File: config.mk
export PLATFORM = sky130hd
export DESIGN_NAME = rr_mux_sel_sched
export DESIGN_NICKNAME = d
export VERILOG_FILES = /design/src/rtl/rr_mux_sel_sched.sv
export SDC_FILE = /design/constraint.sdc
export NUM_CORES = 1
export LEC_CHECK = 0
export ABC_AREA = 1
export ABC_CLOCK_PERIOD_IN_PS = 1880
export BUFFER_PORTS_ARGS = -buffer_cell sky130_fd_sc_hd__buf_4
export CAP_MARGIN = 25
export CORE_UTILIZATION = 56
export CTS_CLUSTER_DIAMETER = 80
export DETAILED_ROUTE_END_ITERATION = 12
export PLACE_DENSITY_LB_ADDON = 0.05
export SLEW_MARGIN = 20
export SYNTH_ARGS = -nofsm -noshare
export SYNTH_HDL_FRONTEND = slang
export SYNTH_SLANG_ARGS = --single-unit
File: constraint.sdc
create_clock -name clk -period 1.88 [get_ports clk]
set_clock_uncertainty 0.1 [all_clocks]
set_input_delay 0.376 -clock clk [delete_from_list [all_inputs] [get_ports clk]]
set_output_delay 0.376 -clock clk [all_outputs]
set_load 0.005 [all_outputs]
File: src/rtl/rr_mux_sel_sched.sv
// Round-robin select scheduler for a downstream 4:1 channel mux.
// Holds each winning channel for DWELL accepted beats (or until its request drops),
// then rotates priority to the channel after the one just served.
module rr_mux_sel_sched #(
  parameter int unsigned DWELL = 4,
  parameter int unsigned CNT_W = 3
) (
  input  logic       clk,
  input  logic       rst,
  input  logic [3:0] req,
  input  logic       ready,
  output logic [1:0] sel,
  output logic [3:0] gnt,
  output logic       valid,
  output logic       last
);

  // Reject dwell values the beat counter cannot represent.
  if (DWELL < 1 || DWELL > (1 << CNT_W)) begin : g_bad_dwell
    $error("rr_mux_sel_sched: illegal DWELL=%0d for CNT_W=%0d", DWELL, CNT_W);
  end

  typedef enum logic [0:0] {StIdle, StGrant} state_e;

  localparam logic [CNT_W-1:0] CntLast = CNT_W'(DWELL - 1);

  state_e           state_q, state_d;
  logic [1:0]       sel_q, sel_d;
  logic [3:0]       gnt_q, gnt_d;
  logic             valid_q, valid_d;
  logic [CNT_W-1:0] cnt_q, cnt_d;
  logic [1:0]       ptr_q, ptr_d;

  logic [1:0] next_ptr;
  logic [1:0] win_idle;
  logic [1:0] win_end;
  logic       xfer;
  logic       end_full;
  logic       abandon;

  // First set request scanning from p upward, modulo 4.
  function automatic logic [1:0] arb(input logic [3:0] r, input logic [1:0] p);
    logic [1:0] w;
    logic [1:0] idx;
    w = p;
    for (int k = 3; k >= 0; k--) begin
      idx = p + 2'(k);
      if (r[idx]) w = idx;
    end
    return w;
  endfunction

  // Arbitration results and grant-termination conditions.
  always_comb begin
    next_ptr = sel_q + 2'd1;
    win_idle = arb(req, ptr_q);
    win_end  = arb(req, next_ptr);
    xfer     = valid_q && ready;
    end_full = xfer && (cnt_q == CntLast);
    abandon  = !req[sel_q];
  end

  // Next-state logic: IDLE waits for any request, GRANT counts beats and rotates.
  always_comb begin
    state_d = state_q;
    sel_d   = sel_q;
    gnt_d   = gnt_q;
    valid_d = valid_q;
    cnt_d   = cnt_q;
    ptr_d   = ptr_q;
    unique case (state_q)
      StIdle: begin
        if (req != 4'b0000) begin
          state_d = StGrant;
          sel_d   = win_idle;
          gnt_d   = 4'b0001 << win_idle;
          valid_d = 1'b1;
          cnt_d   = '0;
        end else begin
          valid_d = 1'b0;
          gnt_d   = 4'b0000;
        end
      end
      StGrant: begin
        // A full-dwell transfer takes precedence over a simultaneous abandon.
        if (end_full || abandon) begin
          ptr_d = next_ptr;
          cnt_d = '0;
          if (req != 4'b0000) begin
            sel_d   = win_end;
            gnt_d   = 4'b0001 << win_end;
            valid_d = 1'b1;
          end else begin
            state_d = StIdle;
            valid_d = 1'b0;
            gnt_d   = 4'b0000;
          end
        end else if (xfer) begin
          cnt_d = cnt_q + CNT_W'(1);
        end
      end
      default: state_d = StIdle;
    endcase
  end

  // State registers with synchronous reset.
  always_ff @(posedge clk) begin
    if (rst) begin
      state_q <= StIdle;
      sel_q   <= 2'b00;
      gnt_q   <= 4'b0000;
      valid_q <= 1'b0;
      cnt_q   <= '0;
      ptr_q   <= 2'b00;
    end else begin
      state_q <= state_d;
      sel_q   <= sel_d;
      gnt_q   <= gnt_d;
      valid_q <= valid_d;
      cnt_q   <= cnt_d;
      ptr_q   <= ptr_d;
    end
  end

  assign sel   = sel_q;
  assign gnt   = gnt_q;
  assign valid = valid_q;
  assign last  = valid_q && (cnt_q == CntLast);

endmodule

==> flow_summary.ini, run 1 <==
[clock_network]
cts_buffers = 3
cts_tree = built
cts-htree-levels = 1
clock_sinks = 13
ctsHoldBuffers = 0
cts_root_buf = clkbuf_4
cts.clk_slew.worst_paths_ns = 0.08
insertion_delay_ns = 0.28
cts_buffer_depth = 2

[yosys]
synth_cell_types = 29
syn_area_per_cell_sq_um = 6.03
synthFlopType = dfxtp_1
yosysMostFrequentCell = nand2_1
synth.area.top_cells = dfxtp_1, nand2_1, nand3_1
synth_fa_ha_area_share_pct = 2.30
yosysWarningCount = 0
syn_area_sq_mm = 0.00109
synthSimpleGateAreaFrac_pct = 48.4
async_flop_share_pct = 0
synth_compound_area_share_pct = 16.0
yosys-top-cells-count = nand2_1, nand3_1, dfxtp_1, inv_1
syn_inst = 180
yosysTopAreaCellShare_pct = 24.0
seq_area_frac_synth_pct = 24.0
synth_edf_count = 0
yosysTopAreaCell = dfxtp_1
synthMuxAreaShare_pct = 0
synth_xor_area_share_pct = 0
synthesis.nets = 189
synth-seq-cells = 13
synth_top_family_by_area = simple AND/OR/NAND/NOR gates

[cells_and_area]
register_area_sq_um = 263
final_core_util_pct = 71.1
insertedDiodeCount = 0
nets = 208
multi_input_area_sq_um = 724
layout-drive-gt1-share_pct = 26.8
n_fill_cell = 180
area_growth_pct = 15.4

[floorplanning]
fp.dieW_microns = 46.0
rows = 15
start_util_pct = 61.6
die_area_sq_mm = 0.00212
ios = 15
die_h_microns = 46.0
coreArea_sq_mm = 0.00176

[timing]
setup_viol = 0
rsz0062_at_grt = false
slew_violations = 0
hold_viol = 0
max_slew.worst_pin.slew_ns = 0.309
max_freq_mhz = 575
fin_crit_sh_pct = 92.5
setup_tns_ns = 0
min_period_ns = 1.74
slew_headroom_pct = 79.4

[detailed_routing]
wl_per_cell_microns = 10.7
drc_errors = 0
drt_first_pass_iters = 4
initialDrtViolationCount = 42
drt_wl_total_mm = 2.40
via_per_inst = 5.19
drtAntennaViolNets = 0
via_count = 1157

[place]
gp_congestion = 0.906
port_buffers = 14
dp_hpwl_mm = 1.90

[setup_path]
end_kind = register
cp-start-kind = register
critPathKind = reg2reg
cp.arrival_ns = 1.85
crit_path_max_fanout = 8
critical_path_required_ns = 1.99
ff2ff_setup_slack_ns = 0.14

[flow_run]
cap_viol_max_count = 0

[global_route]
grt_pass1_vias = 974
grt_max_degree = 11
grt_pass1_wl_mm = 3.93
antenna_found_initial = 0
grt.overflow.total = 0
grt_usage_pct = 25.5

[hold_path]
hold_class = in2reg

[power]
leakage_nw = 0.636
p_per_area_mw_per_mm2 = 1280
ir_drop_mv = 1.01

[status]
outcome = completed
-- state kept, by name (all words and copies together) (netlist names) --
name and flops:
gnt 4, cnt_q 3, ptr_q 2, sel 2, state_q 1, valid 1
-- metrics by stage --
step                      power, mW  hold WS (ns)  cell area, sq um  cells  worst slack (ns)
after floorplan                1.18         0.334              1090    180             0.269
after global placement         1.40         0.346              1220    219             0.141
after detailed placement       1.42         0.354              1220    219             0.102
after global routing           1.76         0.213              1250    223            0.0166
after CTS                      1.60         0.214              1250    223            0.0933
final                          1.60         0.212              1250    223             0.142
-- critical path, cell delays in order (launching register included) --
cell and delay (ns):
dfxtp_2 0.37, buf_4 0.16, o21ai_2 0.17, nand2_1 0.09, nand2_2 0.11, nand2_1 0.12
nor2_4 0.18, inv_2 0.10, nor2_1 0.10, nor2_1 0.05, a211oi_2 0.13
-- power breakdown --
group	internal [mW]	switching, mW
Sequential	0.347	0.0783
Clock	0.0825	0.0922
Combinational	0.383	0.618
Total	0.812	0.789
-- cells in the final DEF (no fill, tap or decap), types with 3 or more instances in the layout --
cell type,n
a21oi_1,10
buf_4,17
o21ai_0,8
clkbuf_4,3
nand2_2,11
nand2_1,65
inv_1,12
nand3_1,15
o21ai_1,3
nor2_1,11
inv_2,7
dfxtp_1,11
-- cells by family after synthesis --
logic type / count (synthesis)
simple gates: 112
fa+ha+maj: 2
compound gates: 29
flops: 13
buf+inv: 24
-- final timing paths --
check / from / endpoint / cells after the start
max: sel[0] / cnt_q[2] / 10
min: rst / sel[0] / 2
max reg2reg: sel[0] / cnt_q[2] / 10
min reg2reg: cnt_q[1] / cnt_q[1] / 2
-- layout make-up --
type                       instances  area share [%]
clock buffer                       4            2.10
timing repair buffer              17            10.2
multi-input combinational        143            57.8
tap                               25            2.50
sequential                        13            21.0
inverter                          21            6.49
-- metal layers --
layer / up-vias / share of wire, % / wire [microns] / track usage (%)
met5: - / 0 / 0 / 0
met4: 0 / 1.6 / 38 / 11.8
met1: 504 / 46 / 1100 / 31.8
met2: 32 / 48 / 1160 / 43.1
li1: 616 / - / - / -
met3: 5 / 4.1 / 99 / 3.17
-- what timing repair did --
item | in CTS | in global routing
setup buffers | 0 | 0
setup endpoints to repair | 0 | 7
resized for setup | 0 | 3
Power figures use the tool's default switching activity.
==> inputs of run 2 (changes only) <==
BUFFER_PORTS_ARGS = default   (was -buffer_cell sky130_fd_sc_hd__buf_4)
CORE_UTILIZATION = 62   (was 56)
DONT_BUFFER_PORTS = 1   (was default)
==> run 2 against run 1 <==
Effect of this change:
- routed wire length increased by 9.6%
- flip-flop and latch count unchanged
- utilization increased by 3.0 points
- final area decreased by 6.9%
- highest routed layer is now met3
- critical path type unchanged
- global-route usage increased by 4.2 points
- sequential power increased by 3%
- die area decreased by 9.3%
- non-clock buffer count decreased by 13
- sequential share of layout area increased by 1.9 points
- cell count decreased by 9.9%
- combinational power about the same
==> flow_summary.ini, run 2 (synthesis gave the netlist of run 1 again) <==
[floorplanning]
start_util_pct = 68.9
fp.dieW_microns = 43.9
coreArea_sq_mm = 0.00158
die_area_sq_mm = 0.00192
ios = 15
die_h_microns = 43.9
rows = 14

[clock_network]
cts-htree-levels = 1
insertion_delay_ns = 0.28
cts_buffer_depth = 2
cts_tree = built
ctsHoldBuffers = 0
clock_sinks = 13
cts_root_buf = clkbuf_4
cts.clk_slew.worst_paths_ns = 0.08
cts_buffers = 3

[power]
leakage_nw = 0.576
power.internal_mw = 0.780
combPwrFrac_pct = 62.0
clockPowerShare_pct = 10.9
p_per_area_mw_per_mm2 = 1380
switchingPower_mw = 0.827
swShare_pct = 51.5
seqPwrFrac_pct = 27.1
ir_drop_mv = 0.733
power.total_mw = 1.61

[timing]
slew_violations = 0
max_freq_mhz = 575
slew_headroom_pct = 79.0
max_slew.worst_pin.slew_ns = 0.315
fin_crit_sh_pct = 92.5
hold_ws_ns = 0.0464
min_period_ns = 1.74
hold_viol = 0
setup_viol = 0
setup_tns_ns = 0

[cells_and_area]
multi_input_area_sq_um = 734
layout-drive-gt1-share_pct = 23.2
nets = 195
final_common_cell = nand2_1
register_area_sq_um = 267
insertedDiodeCount = 0
n_fill_cell = 142
area_growth_pct = 7.49
largest_reg_flops = 4
layout_common_cells = nand2_1, nand3_1, inv_1, nand2_2, nor2_1

[detailed_routing]
drt_wl_total_mm = 2.63
drc_errors = 0
via_per_inst = 5.81
drt_first_pass_iters = 5
initialDrtViolationCount = 30
drtAntennaViolNets = 0
via_count = 1168
wl_per_cell_microns = 13.1

[setup_path]
critPathKind = reg2reg
cp.arrival_ns = 1.81
path_cells = buf_6 > o21ai_2 > nand2_1 > nand2_2 > nand2_1 > nor2_4 > inv_2 > o21ai_0 > nor2_1
cp_slowest_cell = dfxtp_2
critical_path_required_ns = 1.95
slowest_delay_ns = 0.34
cpMostUsedCell = nand2_1
cp-start-kind = register
end_kind = register
crit_path_max_fanout = 9

[global_route]
grt_pass1_wl_mm = 4.35
grt_pass1_vias = 1054
antenna_found_initial = 0
grt_usage_pct = 29.8
grt_max_degree = 11
grt.overflow.total = 0

[hold_path]
hold_class = in2reg

[flow_run]
cap_viol_max_count = 0

[place]
gp_congestion = 0.917
port_buffers = 0
dp_hpwl_mm = 1.95

[status]
outcome = completed
## run 2: final timing paths
path,startpoint,endpoint,slack (ns),depth (start not counted)
worst min register to register,cnt_q[1],cnt_q[1],0.36,2
worst max-delay path,sel[0],gnt[3],0.14,9
worst max register to register,sel[0],gnt[3],0.14,9
worst min-delay path,rst,sel[0],0.05,1
## run 2: cell type report
| class | instances | share of cell area (%) |
|---|---|---|
| clock buffer | 4 | 2.25 |
| sequential | 13 | 22.8 |
| tap | 16 | 1.71 |
| inverter | 21 | 7.40 |
| timing repair buffer | 4 | 2.89 |
| multi-input combinational | 143 | 62.9 |
## run 2: per-stage QoR
step                area (sq um)  std cells  setup slack [ns]  util (%)
CTS                         1130        200            0.0626      72.0
global placement            1110        196             0.135      70.3
floorplan                   1090        180             0.269         -
global route                1170        201           -0.0177      74.0
finish                      1170        201             0.142      74.0
detailed placement          1110        196            0.0969      70.3
## run 2: critical path: cells and delay by family, from the launching register on
family                 cells  cell delay (ns)
DFF                        1             0.34
buffers and inverters      2             0.24
AOI/OAI and AO/OA          2             0.40
and+or+nand+nor            5             0.54
## run 2: power by group through the flow
stage | clock network (mW) | registers, mW | logic, mW
6_report | 0.175 | 0.436 | 0.997
5_1_grt | 0.194 | 0.442 | 1.11
4_1_cts | 0.176 | 0.426 | 0.931
3_5_place_dp | 0 | 0.430 | 0.923
3_3_place_gp | 0 | 0.428 | 0.889
2_1_floorplan | 0 | 0.405 | 0.778
## run 2: layer usage
layer  wire length (microns)  share of wire [%]  GRT usage (%)  up-vias
met5                       0                  0              0        -
met4                       0                  0           3.64        0
met3                     253                9.6           9.17        0
met2                    1280                 49           49.9       59
met1                    1100                 42           38.8      517
li1                        -                  -              -      592
## run 2: what timing repair did
action / 4_1_cts / 5_1_grt
setup buffers: 0 / 1
setup endpoints to repair: 0 / 7
resized for setup: 0 / 11
